`src/rtl/input_trigger_mc_if.sv`:
```
// Trigger front-end bundle: raw trigger inputs and controls toward the sequencer,
// increment/refresh pulses and status back out. dbg_* expose FSM state and pending mask.
interface input_trigger_mc_if #(
  parameter int CHANNELS = 6
);
  // Pulse semantics: inc_clk and ref_clk are single-cycle strobes with no back-pressure;
  // inc_mask is meaningful only while inc_clk=1 and reads 0 otherwise.
  logic [CHANNELS-1:0] trigger;
  logic [1:0]          edge_mode;
  logic                enable;
  logic                overrun_clr;
  logic                inc_clk;
  logic [CHANNELS-1:0] inc_mask;
  logic                ref_clk;
  logic                busy;
  logic                overrun;
  logic [1:0]          dbg_state;
  logic [CHANNELS-1:0] dbg_pending;

  modport slave (
    input  trigger, edge_mode, enable, overrun_clr,
    output inc_clk, inc_mask, ref_clk, busy, overrun, dbg_state, dbg_pending
  );

  modport master (
    output trigger, edge_mode, enable, overrun_clr,
    input  inc_clk, inc_mask, ref_clk, busy, overrun, dbg_state, dbg_pending
  );
endinterface

```
`src/rtl/input_trigger_mc.sv`:
```
// Multi-channel debounce and trigger sequencer: per-channel sync + stable-time filter,
// qualified edges gathered into a pending mask, served as inc_clk then ref_clk after settling.
module input_trigger_mc #(
  parameter int CHANNELS        = 6,
  parameter int DEBOUNCE_CYCLES = 10240,
  parameter int SETTLE_CYCLES   = 16
) (
  input  logic                clk,
  input  logic                reset,
  input_trigger_mc_if.slave   bus
);
  localparam int DB_W = $clog2(DEBOUNCE_CYCLES + 1);
  localparam int ST_W = $clog2(SETTLE_CYCLES + 1);
  localparam logic [DB_W-1:0] DB_LAST = DB_W'(DEBOUNCE_CYCLES - 1);
  localparam logic [ST_W-1:0] ST_LAST = ST_W'(SETTLE_CYCLES - 1);

  typedef enum logic [1:0] {
    S_IDLE    = 2'd0,
    S_INC     = 2'd1,
    S_SETTLE  = 2'd2,
    S_REFRESH = 2'd3
  } state_t;

  logic [CHANNELS-1:0] r_s1;
  logic [CHANNELS-1:0] r_s2;
  logic [CHANNELS-1:0] r_filt;
  logic [DB_W-1:0]     r_db_cnt [CHANNELS];
  logic [CHANNELS-1:0] r_pending;
  logic [ST_W-1:0]     r_st_cnt;
  state_t              r_state;
  logic                r_inc_clk;
  logic [CHANNELS-1:0] r_inc_mask;
  logic                r_ref_clk;
  logic                r_busy;
  logic                r_overrun;

  logic [CHANNELS-1:0] w_toggle;
  logic [CHANNELS-1:0] w_rise;
  logic [CHANNELS-1:0] w_fall;
  logic [CHANNELS-1:0] w_event;
  logic [CHANNELS-1:0] w_capture;
  logic                w_start;
  logic                w_ovr_set;

  always_comb begin
    w_toggle = '0;
    for (int i = 0; i < CHANNELS; i++) begin
      w_toggle[i] = (r_s2[i] != r_filt[i]) && (r_db_cnt[i] == DB_LAST);
    end
  end

  assign w_rise = w_toggle & r_s2;
  assign w_fall = w_toggle & ~r_s2;

  always_comb begin
    w_event = '0;
    if (bus.enable) begin
      case (bus.edge_mode)
        2'b00:   w_event = w_rise;
        2'b01:   w_event = w_fall;
        2'b10:   w_event = w_toggle;
        default: w_event = '0;
      endcase
    end
  end

  // A round starts when IDLE sees pending work; those bits move to inc_mask on this edge,
  // so a fresh event on a captured channel is not an overrun.
  assign w_start   = (r_state == S_IDLE) && (r_pending != '0);
  assign w_capture = w_start ? r_pending : '0;
  assign w_ovr_set = |(w_event & r_pending & ~w_capture);

  always_ff @(posedge clk or posedge reset) begin
    if (reset) begin
      r_s1   <= '0;
      r_s2   <= '0;
      r_filt <= '0;
      for (int i = 0; i < CHANNELS; i++) begin
        r_db_cnt[i] <= '0;
      end
    end else begin
      r_s1 <= bus.trigger;
      r_s2 <= r_s1;
      for (int i = 0; i < CHANNELS; i++) begin
        if (r_s2[i] == r_filt[i]) begin
          r_db_cnt[i] <= '0;
        end else if (w_toggle[i]) begin
          r_filt[i]   <= r_s2[i];
          r_db_cnt[i] <= '0;
        end else begin
          r_db_cnt[i] <= r_db_cnt[i] + DB_W'(1);
        end
      end
    end
  end

  always_ff @(posedge clk or posedge reset) begin
    if (reset) begin
      r_state    <= S_IDLE;
      r_pending  <= '0;
      r_st_cnt   <= '0;
      r_inc_clk  <= 1'b0;
      r_inc_mask <= '0;
      r_ref_clk  <= 1'b0;
      r_busy     <= 1'b0;
      r_overrun  <= 1'b0;
    end else begin
      r_pending <= w_start ? w_event : (r_pending | w_event);

      if (w_ovr_set) begin
        r_overrun <= 1'b1;
      end else if (bus.overrun_clr) begin
        r_overrun <= 1'b0;
      end

      case (r_state)
        S_IDLE: begin
          if (w_start) begin
            r_inc_clk  <= 1'b1;
            r_inc_mask <= r_pending;
            r_busy     <= 1'b1;
            r_state    <= S_INC;
          end
        end
        S_INC: begin
          r_inc_clk  <= 1'b0;
          r_inc_mask <= '0;
          r_st_cnt   <= '0;
          r_state    <= S_SETTLE;
        end
        S_SETTLE: begin
          if (r_st_cnt == ST_LAST) begin
            r_ref_clk <= 1'b1;
            r_state   <= S_REFRESH;
          end else begin
            r_st_cnt <= r_st_cnt + ST_W'(1);
          end
        end
        S_REFRESH: begin
          r_ref_clk <= 1'b0;
          r_busy    <= 1'b0;
          r_state   <= S_IDLE;
        end
        default: r_state <= S_IDLE;
      endcase
    end
  end

  assign bus.inc_clk     = r_inc_clk;
  assign bus.inc_mask    = r_inc_mask;
  assign bus.ref_clk     = r_ref_clk;
  assign bus.busy        = r_busy;
  assign bus.overrun     = r_overrun;
  assign bus.dbg_state   = r_state;
  assign bus.dbg_pending = r_pending;
endmodule

```
`src/flat_wrapper.sv`:
```
// flat-port wrapper written by rule: the top's interface ports become plain ports
module input_trigger_mc_flat 
#(
  parameter int CHANNELS        = 6,
  parameter int DEBOUNCE_CYCLES = 10240,
  parameter int SETTLE_CYCLES   = 16
)
  (clk, reset, bus_trigger, bus_edge_mode, bus_enable, bus_overrun_clr, bus_inc_clk, bus_inc_mask, bus_ref_clk, bus_busy, bus_overrun, bus_dbg_state, bus_dbg_pending);
  input_trigger_mc_if #(.CHANNELS(CHANNELS)) bus_i ();
  input  logic clk;
  input  logic reset;
  input wire logic [$bits(bus_i.trigger)-1:0] bus_trigger;
  input wire logic [$bits(bus_i.edge_mode)-1:0] bus_edge_mode;
  input wire logic [$bits(bus_i.enable)-1:0] bus_enable;
  input wire logic [$bits(bus_i.overrun_clr)-1:0] bus_overrun_clr;
  output wire logic [$bits(bus_i.inc_clk)-1:0] bus_inc_clk;
  output wire logic [$bits(bus_i.inc_mask)-1:0] bus_inc_mask;
  output wire logic [$bits(bus_i.ref_clk)-1:0] bus_ref_clk;
  output wire logic [$bits(bus_i.busy)-1:0] bus_busy;
  output wire logic [$bits(bus_i.overrun)-1:0] bus_overrun;
  output wire logic [$bits(bus_i.dbg_state)-1:0] bus_dbg_state;
  output wire logic [$bits(bus_i.dbg_pending)-1:0] bus_dbg_pending;
  assign bus_i.trigger = bus_trigger;
  assign bus_i.edge_mode = bus_edge_mode;
  assign bus_i.enable = bus_enable;
  assign bus_i.overrun_clr = bus_overrun_clr;
  assign bus_inc_clk = bus_i.inc_clk;
  assign bus_inc_mask = bus_i.inc_mask;
  assign bus_ref_clk = bus_i.ref_clk;
  assign bus_busy = bus_i.busy;
  assign bus_overrun = bus_i.overrun;
  assign bus_dbg_state = bus_i.dbg_state;
  assign bus_dbg_pending = bus_i.dbg_pending;
  input_trigger_mc #(.CHANNELS(CHANNELS), .DEBOUNCE_CYCLES(DEBOUNCE_CYCLES), .SETTLE_CYCLES(SETTLE_CYCLES)) u_core (.clk(clk), .reset(reset), .bus(bus_i));
endmodule
```
`config.mk`:
```
export PLATFORM = sky130hd
export DESIGN_NAME = input_trigger_mc_flat
export DESIGN_NICKNAME = d
export VERILOG_FILES = /design/src/rtl/input_trigger_mc_if.sv /design/src/rtl/input_trigger_mc.sv /design/src/flat_wrapper.sv
export SDC_FILE = /design/constraint.sdc
export NUM_CORES = 1
export LEC_CHECK = 0
export ABC_AREA = 1
export CAP_MARGIN = 20
export CORE_MARGIN = 2
export CORE_UTILIZATION = 55
export DETAILED_ROUTE_END_ITERATION = 6
export MAX_ROUTING_LAYER = met4
export PLACE_DENSITY = 0.77
export SYNTH_ARGS = -nofsm -noshare
export SYNTH_HDL_FRONTEND = slang
export SYNTH_SLANG_ARGS = --single-unit
```
`constraint.sdc`:
```
create_clock -name clk -period 3.6 [get_ports clk]
set_input_delay 0.36 -clock clk [delete_from_list [all_inputs] [get_ports clk]]
set_output_delay 0.36 -clock clk [all_outputs]
set_load 0.05 [all_outputs]
```
## Word level (Yosys, flattened, before mapping)

Index checks and enable logic that the tools add are counted.

- Logic and storage cells: 126
- Input bits: 12
- Register bits: 125
- Output and inout port bits: 18

- Reduce and logical (&&, ||, !) cells: 27
- Bitwise gates (word level): 13
- Multiplexer cells: 30
- Add/subtract/negate cells: 7
- Equal/unequal tests: 27

Operators by type and width:

| cell | count |
|---|---|
| two-way mux 14 bit | 12 |
| adder 14 x 1 -> 14 bit (second input constant) | 6 |
| equality test 14 bit (second input constant) | 6 |
| AND 6 bit | 4 |
| two-way mux 6 bit | 4 |
| AND reduction 2 bit | 11 |
| one-hot mux 6 bit (3 select lines) | 1 |
| inverter 6 bit | 2 |
| one-hot mux 6 bit (2 select lines) | 1 |
| one-hot mux 5 bit (2 select lines) | 1 |
| nonzero test 2 bit | 5 |
| one-hot mux 2 bit (4 select lines) | 1 |
| logical AND 1 bit | 7 |
| equality test 1 bit | 6 |
| equality test 2 bit (second input constant) | 3 |
| inequality test 1 bit | 6 |
| inverter 1 bit | 6 |
| OR 6 bit | 1 |
| one-hot mux 1 bit (2 select lines) | 3 |
| nonzero test 6 bit | 1 |
| OR reduction 6 bit | 1 |
| adder 5 x 1 -> 5 bit (second input constant) | 1 |
| equality test 5 x 4 -> 1 bit (second input constant) | 1 |
| two-way mux 5 bit | 1 |
| other kinds (6) | 13 |

## Depth between registers and ports, before layout

Gate-level depths: netlist of run 1.

- Word-level depth: 9
- Gate-level depth with buffers: 10
- Gate-level depth less buffers: 9

## Worst setup path before layout of run 1

OpenSTA, ideal clock, no wires.

- Kind: register to register
- Start point: register u_core.r_state[0], in the netlist u_core.bus.dbg_state[0]
- End point: register u_core.r_st_cnt[3]
- Library setup time: 0.130 ns
- Path slack: 1.842 ns
- Period minus slack after synthesis: 1.758 ns
- Required time: 3.470 ns
- Arrival: 1.628 ns
- Path buffers: 1
- Cell stages (with the launch flop): 8
- Cells stage by stage: dfrtp_1 > inv_1 > ha_1 > inv_1 > or2_2 > clkbuf_1 > o221ai_1 > o31ai_1

- Word-level cells in the longest chain between the ends: 3
- Elaborated cells on any way between the ends: 6
- Classes of those cells: eq/ne (3); mux (1); reduce/logical (2)

RTL lines:

| what | line | source |
|---|---|---|
| from (decl) | input_trigger_mc.sv:30 | `state_t r_state;` |
| from (signal assigned) | input_trigger_mc.sv:99 | `r_state <= S_IDLE;` |
| from (signal assigned) | input_trigger_mc.sv:122 | `r_state <= S_INC;` |
| from (signal assigned) | input_trigger_mc.sv:129 | `r_state <= S_SETTLE;` |
| equality test 2 bit / equality test 2 x 1 -> 1 bit (equally long branches) | input_trigger_mc.sv:116 | `case (r_state)` |
| inequality test 2 bit (no source line) / nonzero test 2 bit (equally long branches) | n/a |  |
| AND reduction 2 bit (no source line) | n/a |  |
| to (signal assigned) | input_trigger_mc.sv:136 | `r_st_cnt <= r_st_cnt + ST_W'(1);` |
| to (decl) | input_trigger_mc.sv:29 | `logic [ST_W-1:0] r_st_cnt;` |

Several ways; a longest one is shown, not always the timed one.
A chain may end at the register's enable or synchronous reset.

## Worst setup path in the final report of run 1

- Start point: register u_core.r_state[1], in the netlist u_core.bus.dbg_state[1]
- End point: output port bus_dbg_state[1]

RTL lines:

| what | line | source |
|---|---|---|
| to (decl) | flat_wrapper.sv:21 | `output wire logic [$bits(bus_i.dbg_state)-1:0] bus_dbg_state;` |

No word-level cell between the ends.

==> results of run 1 <==
==> metal layers <==
layer	vias up	GRT usage [%]	part of all wire, %
met2	126	36.52	50
met5	-	-	0
li1	2426	-	-
met4	0	9.712	1.6
met1	2373	28.15	45
met3	20	5.358	3.9
==> flip-flops by register name, indices dropped and copies added (netlist names) <==
signal,cells
u_core.r_filt,6
u_core.bus.dbg_pending,6
u_core.bus.inc_clk,1
u_core.r_s1,6
u_core.r_db_cnt,84
u_core.bus.ref_clk,1
u_core.bus.overrun,1
u_core.r_st_cnt,5
u_core.r_s2,6
u_core.bus.busy,1
u_core.bus.dbg_state,2
u_core.bus.inc_mask,6
==> worst register-to-register path, delay by kind of cell (launching register included) <==
family / cells / cell delay [ps]
AND/OR/NAND/NOR: 4 / 550
flip-flops: 1 / 400
adder cells (fa/ha/maj): 2 / 400
AO/OA/AOI/OAI: 1 / 170
buffers and inverters: 1 / 90
==> power breakdown <==
group	internal [mW]	switching, mW
combinational	0.0436	0.0834
clock	1.19	0.584
sequential	1.43	0.0184
total	2.67	0.685
==> cells by family (layout without fill, tap and decap cells) <==
| kind of cell | count (synthesis) | in the layout | share of synthesized area, % |
|---|---|---|---|
| simple gates | 368 | 368 | 29.42 |
| flops | 125 | 125 | 49.55 |
| buf+inv | 122 | 179 | 7.473 |
| compound gates | 78 | 78 | 6.759 |
| xor+xnor | 31 | 31 | 4.420 |
| fa+ha+maj | 12 | 12 | 2.379 |
==> path summary, 6_finish.rpt <==
| path | start | to | slack (ps) | depth (start not counted) |
|---|---|---|---|---|
| max in group asynchronous | reset | u_core.r_db_cnt[38] | 2730 | 3 |
| min reg2reg | u_core.r_s1[5] | u_core.r_s2[5] | 350 | 0 |
| min in group clk | u_core.r_s1[5] | u_core.r_s2[5] | 350 | 0 |
| max reg2reg | u_core.r_st_cnt[0] | u_core.r_st_cnt[2] | 1900 | 8 |
| min | reset | u_core.r_db_cnt[21] | 200 | 2 |
| max | u_core.bus.dbg_state[1] | bus_dbg_state[1] | 1580 | 1 |
==> cell usage in the layout (no fill, tap or decap), drive strengths merged, types with 3 or more instances in the layout <==
cell type	instances
nand2	138
xor2	18
nand3	52
xnor2	13
o21ai	32
o22ai	6
nor2	124
dfrtp	125
nor3	24
nor3b	3
or2	7
inv	115
clkdlybuf4s50	29
a21oi	30
nand4	15
clkbuf	26
bufinv	3
ha	12
nand3b	5
==> area by class of cell <==
class / instances / share of cell area (%)
Tap cell: 143 / 2.416
Inverter: 117 / 6.047
Clock inverter: 5 / 1.385
Timing Repair Buffer: 31 / 4.291
Multi-Input combinational cell: 489 / 36.62
Clock buffer: 26 / 7.010
Sequential cell: 125 / 42.23
==> cells in the mapped netlist (2+ instances only) <==
cell	count	share of area, %
sky130_fd_sc_hd__a21oi_1	30	2.4
sky130_fd_sc_hd__a31oi_1	2	0.20
sky130_fd_sc_hd__buf_4	2	0.24
sky130_fd_sc_hd__clkbuf_1	2	0.12
sky130_fd_sc_hd__dfrtp_1	125	50
sky130_fd_sc_hd__ha_1	12	2.4
sky130_fd_sc_hd__inv_1	103	6.1
sky130_fd_sc_hd__inv_2	11	0.65
sky130_fd_sc_hd__inv_4	2	0.20
sky130_fd_sc_hd__nand2_1	124	7.4
sky130_fd_sc_hd__nand2_2	13	1.3
sky130_fd_sc_hd__nand3_1	43	3.4
sky130_fd_sc_hd__nand3_2	9	1.4
sky130_fd_sc_hd__nand3b_1	5	0.59
sky130_fd_sc_hd__nand4_1	15	1.5
sky130_fd_sc_hd__nor2_1	95	5.6
sky130_fd_sc_hd__nor2_2	7	0.69
sky130_fd_sc_hd__nor2_4	22	3.9
sky130_fd_sc_hd__nor3_1	21	1.7
sky130_fd_sc_hd__nor3_4	2	0.52
sky130_fd_sc_hd__nor3b_1	3	0.36
sky130_fd_sc_hd__o21ai_0	28	2.2
sky130_fd_sc_hd__o21ai_1	4	0.32
sky130_fd_sc_hd__o22ai_1	6	0.59
sky130_fd_sc_hd__or2_1	5	0.50
sky130_fd_sc_hd__or2_2	2	0.20
sky130_fd_sc_hd__xnor2_1	13	1.8
sky130_fd_sc_hd__xor2_1	17	2.4
==> run metrics, run 1 <==
status=completed; drt first pass iters=5; final instance area=~7400 µm²; number of failing hold endpoints at the final stage=0; Synth Register Bits=125; Final setup viols=0; post-synthesis instance area=6312 µm²; dominant register cell in the synthesized netlist=sky130_fd_sc_hd__dfrtp_1; CP Buf/Inv Count=1; Achievable Freq=between 400 and 500 MHz; Port Buffers=29; I/O pin cnt=30; Sink Count=approximately 130; Placed Cells=between 900 and 1000; DRC violation count after routing=0; die area=about 12000 µm²; final worst hold slack=199.9 ps; number of filler cells placed in the layout=~920; Syn. warnings=0; TritonCTS clock tree=done; overall via count from detail_route=around 4900; worst min-delay path class=input pin to asynchronous set/reset pin; relative slew slack=66.01%; maximum number of pins on one net before global-route repair=85; final critical path time including I/O delays and setup=2023 ps; final instance count without filler cells=around 940; Power Density=between 400 and 500 nW/µm²; Max VDD drop=between 0.5 and 0.6 mV; postcts setup bufs=0; first-pass GRT wire length=about 22000 µm; cells after synthesis=~740; Std-Cell Rows=39; post-route core utilization=between 60% and 70%; area growth from synthesis to layout=17.34%; Root Buffer=sky130_fd_sc_hd__clkbuf_16; slew at the pin with the worst max-slew slack=~500 ps; Startpoint Class=register; slowest cell on the critical path=sky130_fd_sc_hd__clkdlybuf4s50_1; sum of negative setup slack=0 ps; CP Capture Type=primary output; Clock Pin Slew Worst Setup and Hold Paths=50 ps; Final Max Tran Viols=0; overflow left after global routing=0; initial antenna violation count=0; cells traversed along the worst timing path=clkdlybuf4s50_1; final wirelength=approximately 13000 µm; cts bufs inserted=17; Synth cell types=slightly above 40; half-perimeter wire length after detailed placement=8830 µm; insertion delay of the later-clocked pin in the worst-skew pair=420 ps; worst setup path class=register to primary output; top cell family by delay on the critical path=buffers and inverters; worst-path fanout max=4; cts repair resizes=0; register area share after synthesis=between 40% and 50%; Final Worst Setup Slack=1577 ps; Post-CTS Hold Buffers=0; Final Total Pwr=approximately 3.4 mW; portion of the clock cycle consumed by the worst path in the final layout=between 50 and 60%; number of design-rule violations left by the first detailed-router iteration=around 420; leakage component of the power=3.419 nW; # H-tree levels=4; required time of the worst setup path=3240 ps; Final ANT Viol Nets=0; average wire length per cell after detail routing=roughly 13 µm; biggest cell delay along the critical path=840 ps; number of buffers on the longest clock path=2; post-placement worst setup slack=around 1800 ps; antenna diode count=0; syn_nets=between 700 and 800; via/cell ratio=between 5 and 6; area of the multi-input gates=between 2000 and 3000 µm²; core outline area=approximately 11000 µm²; sequential standard cell area=roughly 3100 µm²; Placed Instance Area=approximately 6800 µm²; setup repair after global routing missed its margin=no; placer congestion estimate=roughly 0.9; number of violations of the max-capacitance limit=0; Final Net Count=805; critical path arrival=approximately 1700 ps; worst clock skew=about 11 ps; proportion of synthesized flip-flops having asynchronous set or reset=100.0%; layout cells sized above 1=12.99%; die extent in x=~110 µm; Avg Inst Size Synth=8.577 µm²; Initial Util=a little under three fifths; die height=between 100 and 150 µm; number of enable-type register cells in the synthesized netlist=0; via count of the first global-routing pass=~5000; overall global routing resource usage=between 20 and 25%
(Power assumes the default switching activity.)
==> run 2, diff against run 1 <==
- clock period: 3.6 -> 1.8 ns (I/O delays scaled with it)
==> run metrics, run 2 (synthesis gave the netlist of run 1 again) <==
sum of negative setup slack=0 ps; final worst hold slack=around 90 ps; Final Net Count=slightly above 800; area growth from synthesis to layout=17.24%; required time of the worst setup path=between 1500 and 2000 ps; number of buffers on the longest clock path=2; relative slew slack=~64%; Switching Share=between 20% and 30%; Clock Pin Slew Worst Setup and Hold Paths=approximately 50 ps; via/cell ratio=5.256; worst min-delay path class=input pin to asynchronous set/reset pin; first-pass GRT wire length=between 20000 and 25000 µm; depth of the worst register-to-register path=8; CP Capture Type=primary output; number of design-rule violations left by the first detailed-router iteration=around 400; final instance count without filler cells=939; biggest cell delay along the critical path=roughly 800 ps; cell-internal power=between 5 and 6 mW; layout cells sized above 1=between 10% and 20%; R2R Path Start=u_core.r_st_cnt[0]; sequential standard cell area=around 3100 µm²; Achievable Freq=between 500 and 600 MHz; fraction of power consumed by combinational cells=4.0%; worst clock skew=6.781 ps; maximum number of pins on one net before global-route repair=57; setup slack of the most critical reg-to-reg path=120 ps; area of the multi-input gates=roughly 2700 µm²; core outline area=around 11000 µm²; drt first pass iters=5; die extent in x=approximately 110 µm; post-placement worst setup slack=~94 ps; Final Total Pwr=6.459 mW; I/O pin cnt=30; final instance area=7401 µm²; final critical path time including I/O delays and setup=around 1700 ps; slowest cell on the critical path=sky130_fd_sc_hd__clkdlybuf4s50_1; commonest cells after routing, fill and taps aside=125 x sky130_fd_sc_hd__dfrtp_1, 124 x sky130_fd_sc_hd__nand2_1, 102 x sky130_fd_sc_hd__inv_1; Final ANT Viol Nets=0; overall global routing resource usage=22.84%; overall via count from detail_route=about 5000; most common library cell in the layout ignoring fill and taps=sky130_fd_sc_hd__dfrtp_1; # H-tree levels=4; half-perimeter wire length after detailed placement=between 8000 and 9000 µm; via count of the first global-routing pass=between 4000 and 5000; Placed Instance Area=6813 µm²; leakage component of the power=approximately 3.6 nW; number of violations of the max-capacitance limit=0; Top reg by flops=u_core.r_db_cnt; portion of the clock cycle consumed by the worst path in the final layout=~97%; worst setup path class=register to primary output; Root Buffer=sky130_fd_sc_hd__clkbuf_16; die area=between 10000 and 15000 µm²; Final setup viols=0; cells traversed along the worst timing path=clkdlybuf4s50_1; Final Max Tran Viols=0; number of filler cells placed in the layout=909; cts bufs inserted=17; final wirelength=12530 µm; Initial Util=~56%; worst-path fanout max=2; Std-Cell Rows=39; TritonCTS clock tree=done; Sink Count=between 100 and 150; overflow left after global routing=0; top cell family by delay on the critical path=buffers and inverters; switching component of the power=1.388 mW; antenna diode count=0; DRC violation count after routing=0; Startpoint Class=register; initial antenna violation count=0; max reg flops=84; setup repair after global routing missed its margin=no; capture point of the worst reg-to-reg path=u_core.r_st_cnt[2]; Placed Cells=between 900 and 1000; Port Buffers=29; slew at the pin with the worst max-slew slack=539.4 ps; Flop pwr share=approximately 45%; insertion delay of the later-clocked pin in the worst-skew pair=~420 ps; Power Density=~870 nW/µm²; die height=111.1 µm; post-route core utilization=65.37%; critical path arrival=1560 ps; status=completed; number of failing hold endpoints at the final stage=0; Max VDD drop=~0.84 mV; average wire length per cell after detail routing=approximately 13 µm; Final Worst Setup Slack=roughly 58 ps; CP Buf/Inv Count=1; clock network power share=approximately 51%; placer congestion estimate=between 0.8 and 0.9
## run 2: changes by cell type in the layout (fill, tap and decap cells not counted), sizes merged
cell / change
buf: +3
bufinv: -1
clkbuf: -3
clkdlybuf4s50: -13
clkinv: +5
clkinvlp: -1
dlygate4sd2: +6
dlymetal6s2s: +7
## run 2: repair_timing
action                                  CTS  global route
buffers inserted                          0             1
gates cloned                              0             0
pin swaps                                 0             1
hold buffers                              0             0
endpoints found under the setup margin    6            11
gates resized for setup                   6             8
hold endpoints to repair                  0             0
## run 2: power groups by stage
stage / clock network [mW] / logic [mW] / registers [mW]
2_1_floorplan: 0 / 0.175 / 2.94
3_3_place_gp: 0 / 0.252 / 2.94
3_5_place_dp: 0 / 0.260 / 2.94
4_1_cts: 3.35 / 0.263 / 2.90
5_1_grt: 3.49 / 0.300 / 2.90
6_report: 3.31 / 0.255 / 2.90
## run 2: worst max path at each step
stage	startpoint	endpoint	slack [ps]	cells after the start
after floorplan	u_core.bus.dbg_state[0]	u_core.r_st_cnt[3]	40	7
after global placement	u_core.r_st_cnt[0]	u_core.r_st_cnt[3]	190	7
after detailed placement	u_core.r_st_cnt[0]	u_core.r_st_cnt[2]	90	8
after CTS	u_core.bus.dbg_pending[4]	bus_dbg_pending[4]	2	1
after global routing	u_core.bus.inc_mask[2]	bus_inc_mask[2]	7	1
final	u_core.bus.inc_mask[1]	bus_inc_mask[1]	60	1
## run 2: layer usage
| metal | vias to the layer above | share of wire, % | track usage (%) |
|---|---|---|---|
| li1 | 2432 | - | - |
| met1 | 2361 | 44 | 28.67 |
| met2 | 120 | 49 | 36.11 |
| met5 | - | 0 | - |
| met4 | 0 | 1.6 | 8.477 |
| met3 | 22 | 5.0 | 5.905 |
## run 2: area by class of cell
type / instances / share of cell area (%)
well taps: 143 / 2.418
inverters: 117 / 6.052
multi-input cells: 489 / 36.69
flip-flops and latches: 125 / 42.27
clock buffers: 23 / 6.458
clock inverters: 8 / 1.217
repair buffers: 34 / 4.903
==> run 3, diff against run 2 <==
- CORE_MARGIN: 2 -> 10
==> run metrics, run 3 (synthesis gave the netlist of run 1 again) <==
sequential standard cell area=3128 µm²; post-route core utilization=between 60 and 70%; CP Buf/Inv Count=1; Achievable Freq=around 570 MHz; biggest cell delay along the critical path=820 ps; Top reg by flops=u_core.r_db_cnt; relative slew slack=between 60 and 70%; # H-tree levels=4; number of violations of the max-capacitance limit=0; Placed Instance Area=roughly 6800 µm²; maximum number of pins on one net before global-route repair=71; cells traversed along the worst timing path=clkdlybuf4s50_1; worst setup path class=register to primary output; sum of negative setup slack=0 ps; final critical path time including I/O delays and setup=1767 ps; initial antenna violation count=0; Power Density=between 900 and 1000 nW/µm²; layout cells sized above 1=approximately 13%; worst min-delay path class=input pin to register; area of the multi-input gates=roughly 2700 µm²; core outline area=11320 µm²; most common library cell in the layout ignoring fill and taps=sky130_fd_sc_hd__dfrtp_1; top cell family by delay on the critical path=buffers and inverters; final worst hold slack=a little under 200 ps; leakage component of the power=around 3.5 nW; TritonCTS clock tree=done; met3 track demand over resource in global routing=~4.5%; overflow left after global routing=0; cts bufs inserted=17; Initial Util=55.76%; setup repair after global routing missed its margin=no; Final Worst Setup Slack=~33 ps; portion of the clock cycle consumed by the worst path in the final layout=98.14%; die area=between 15000 and 20000 µm²; Post-CTS Hold Buffers=0; Startpoint Class=register; M1 GR Usage=~18%; Final Max Tran Viols=0; die height=about 130 µm; commonest cells after routing, fill and taps aside=125 x sky130_fd_sc_hd__dfrtp_1, 124 x sky130_fd_sc_hd__nand2_1, 102 x sky130_fd_sc_hd__inv_1; critical path arrival=approximately 1600 ps; slew at the pin with the worst max-slew slack=~530 ps; status=completed; Port Buffers=29; max reg flops=84; first-pass GRT wire length=21300 µm; placer congestion estimate=between 0.8 and 0.9; worst clock skew=7.757 ps; Final setup viols=0; Final ANT Viol Nets=0; final instance count without filler cells=approximately 940; post-placement worst setup slack=121.0 ps; Final Net Count=around 810; slowest cell on the critical path=sky130_fd_sc_hd__clkdlybuf4s50_1; drt first pass iters=4; peak-usage layer in the global routing report=met2; Placed Cells=between 900 and 1000; DRC violation count after routing=0; number of design-rule violations left by the first detailed-router iteration=between 300 and 400; Clock Pin Slew Worst Setup and Hold Paths=about 50 ps; required time of the worst setup path=~1600 ps; overall global routing resource usage=16.34%; I/O pin cnt=30; Std-Cell Rows=39; CP Capture Type=primary output; via/cell ratio=a little over 5; via count of the first global-routing pass=between 4000 and 5000; final instance area=between 7000 and 8000 µm²; final wirelength=approximately 12000 µm; area growth from synthesis to layout=17.40%; average wire length per cell after detail routing=approximately 13 µm; Max VDD drop=approximately 0.83 mV; number of buffers on the longest clock path=2; Root Buffer=sky130_fd_sc_hd__clkbuf_16; half-perimeter wire length after detailed placement=between 8000 and 9000 µm; met2 Usage GRT=a little over a quarter; Final Total Pwr=around 6.7 mW; worst-path fanout max=2; number of failing hold endpoints at the final stage=0; Sink Count=about 130; die extent in x=between 100 and 150 µm; overall via count from detail_route=between 4000 and 5000; number of filler cells placed in the layout=~890; insertion delay of the later-clocked pin in the worst-skew pair=around 420 ps
-- run 3: changes by cell type in the layout (fill, tap and decap cells not counted), sizes merged --
cell / change
dlygate4sd2: +5
buf: -3
dlymetal6s2s: -5
clkbuf: +1
clkinv: -3
diode: +1
bufinv: +2
-- run 3: worst paths after layout --
kind | startpoint | endpoint | slack, ps | depth (start not counted)
min | bus_trigger[5] | u_core.r_s1[5] | 200 | 1
max reg2reg | u_core.r_st_cnt[0] | u_core.r_st_cnt[3] | 110 | 7
max | u_core.bus.ref_clk | bus_ref_clk | 30 | 1
max in group asynchronous | reset | u_core.r_db_cnt[37] | 1260 | 3
min reg2reg | u_core.r_s1[3] | u_core.r_s2[3] | 350 | 0
min in group asynchronous | reset | u_core.r_db_cnt[25] | 220 | 3
-- run 3: area by class of cell --
cell class	count	share of cell area, %
Sequential cell	125	42.21
Multi-Input combinational cell	489	36.64
Tap cell	143	2.414
Antenna cell	1	0.03377
Clock buffer	24	6.500
Inverter	117	6.044
Timing Repair Buffer	31	4.339
Clock inverter	7	1.823
-- run 3: routing by layer --
| layer | part of all wire, % | wire, µm |
|---|---|---|
| met5 | 0 | 0 |
| met4 | 1.7 | 212 |
| met3 | 3.5 | 428 |
| met2 | 50 | 6224 |
| met1 | 45 | 5534 |
-- run 3: what timing repair did --
| action | in CTS | in global routing |
|---|---|---|
| resized for setup | 11 | 3 |
| endpoints found under the setup margin | 11 | 3 |
| buffers inserted | 0 | 0 |
-- run 3: report_power, final --
part | total, mW | internal (mW) | switching [mW]
logic | 0.254 | 0.0903 | 0.164
registers | 2.90 | 2.86 | 0.0368
clock network | 3.57 | 2.41 | 1.16
total | 6.72 | 5.36 | 1.36
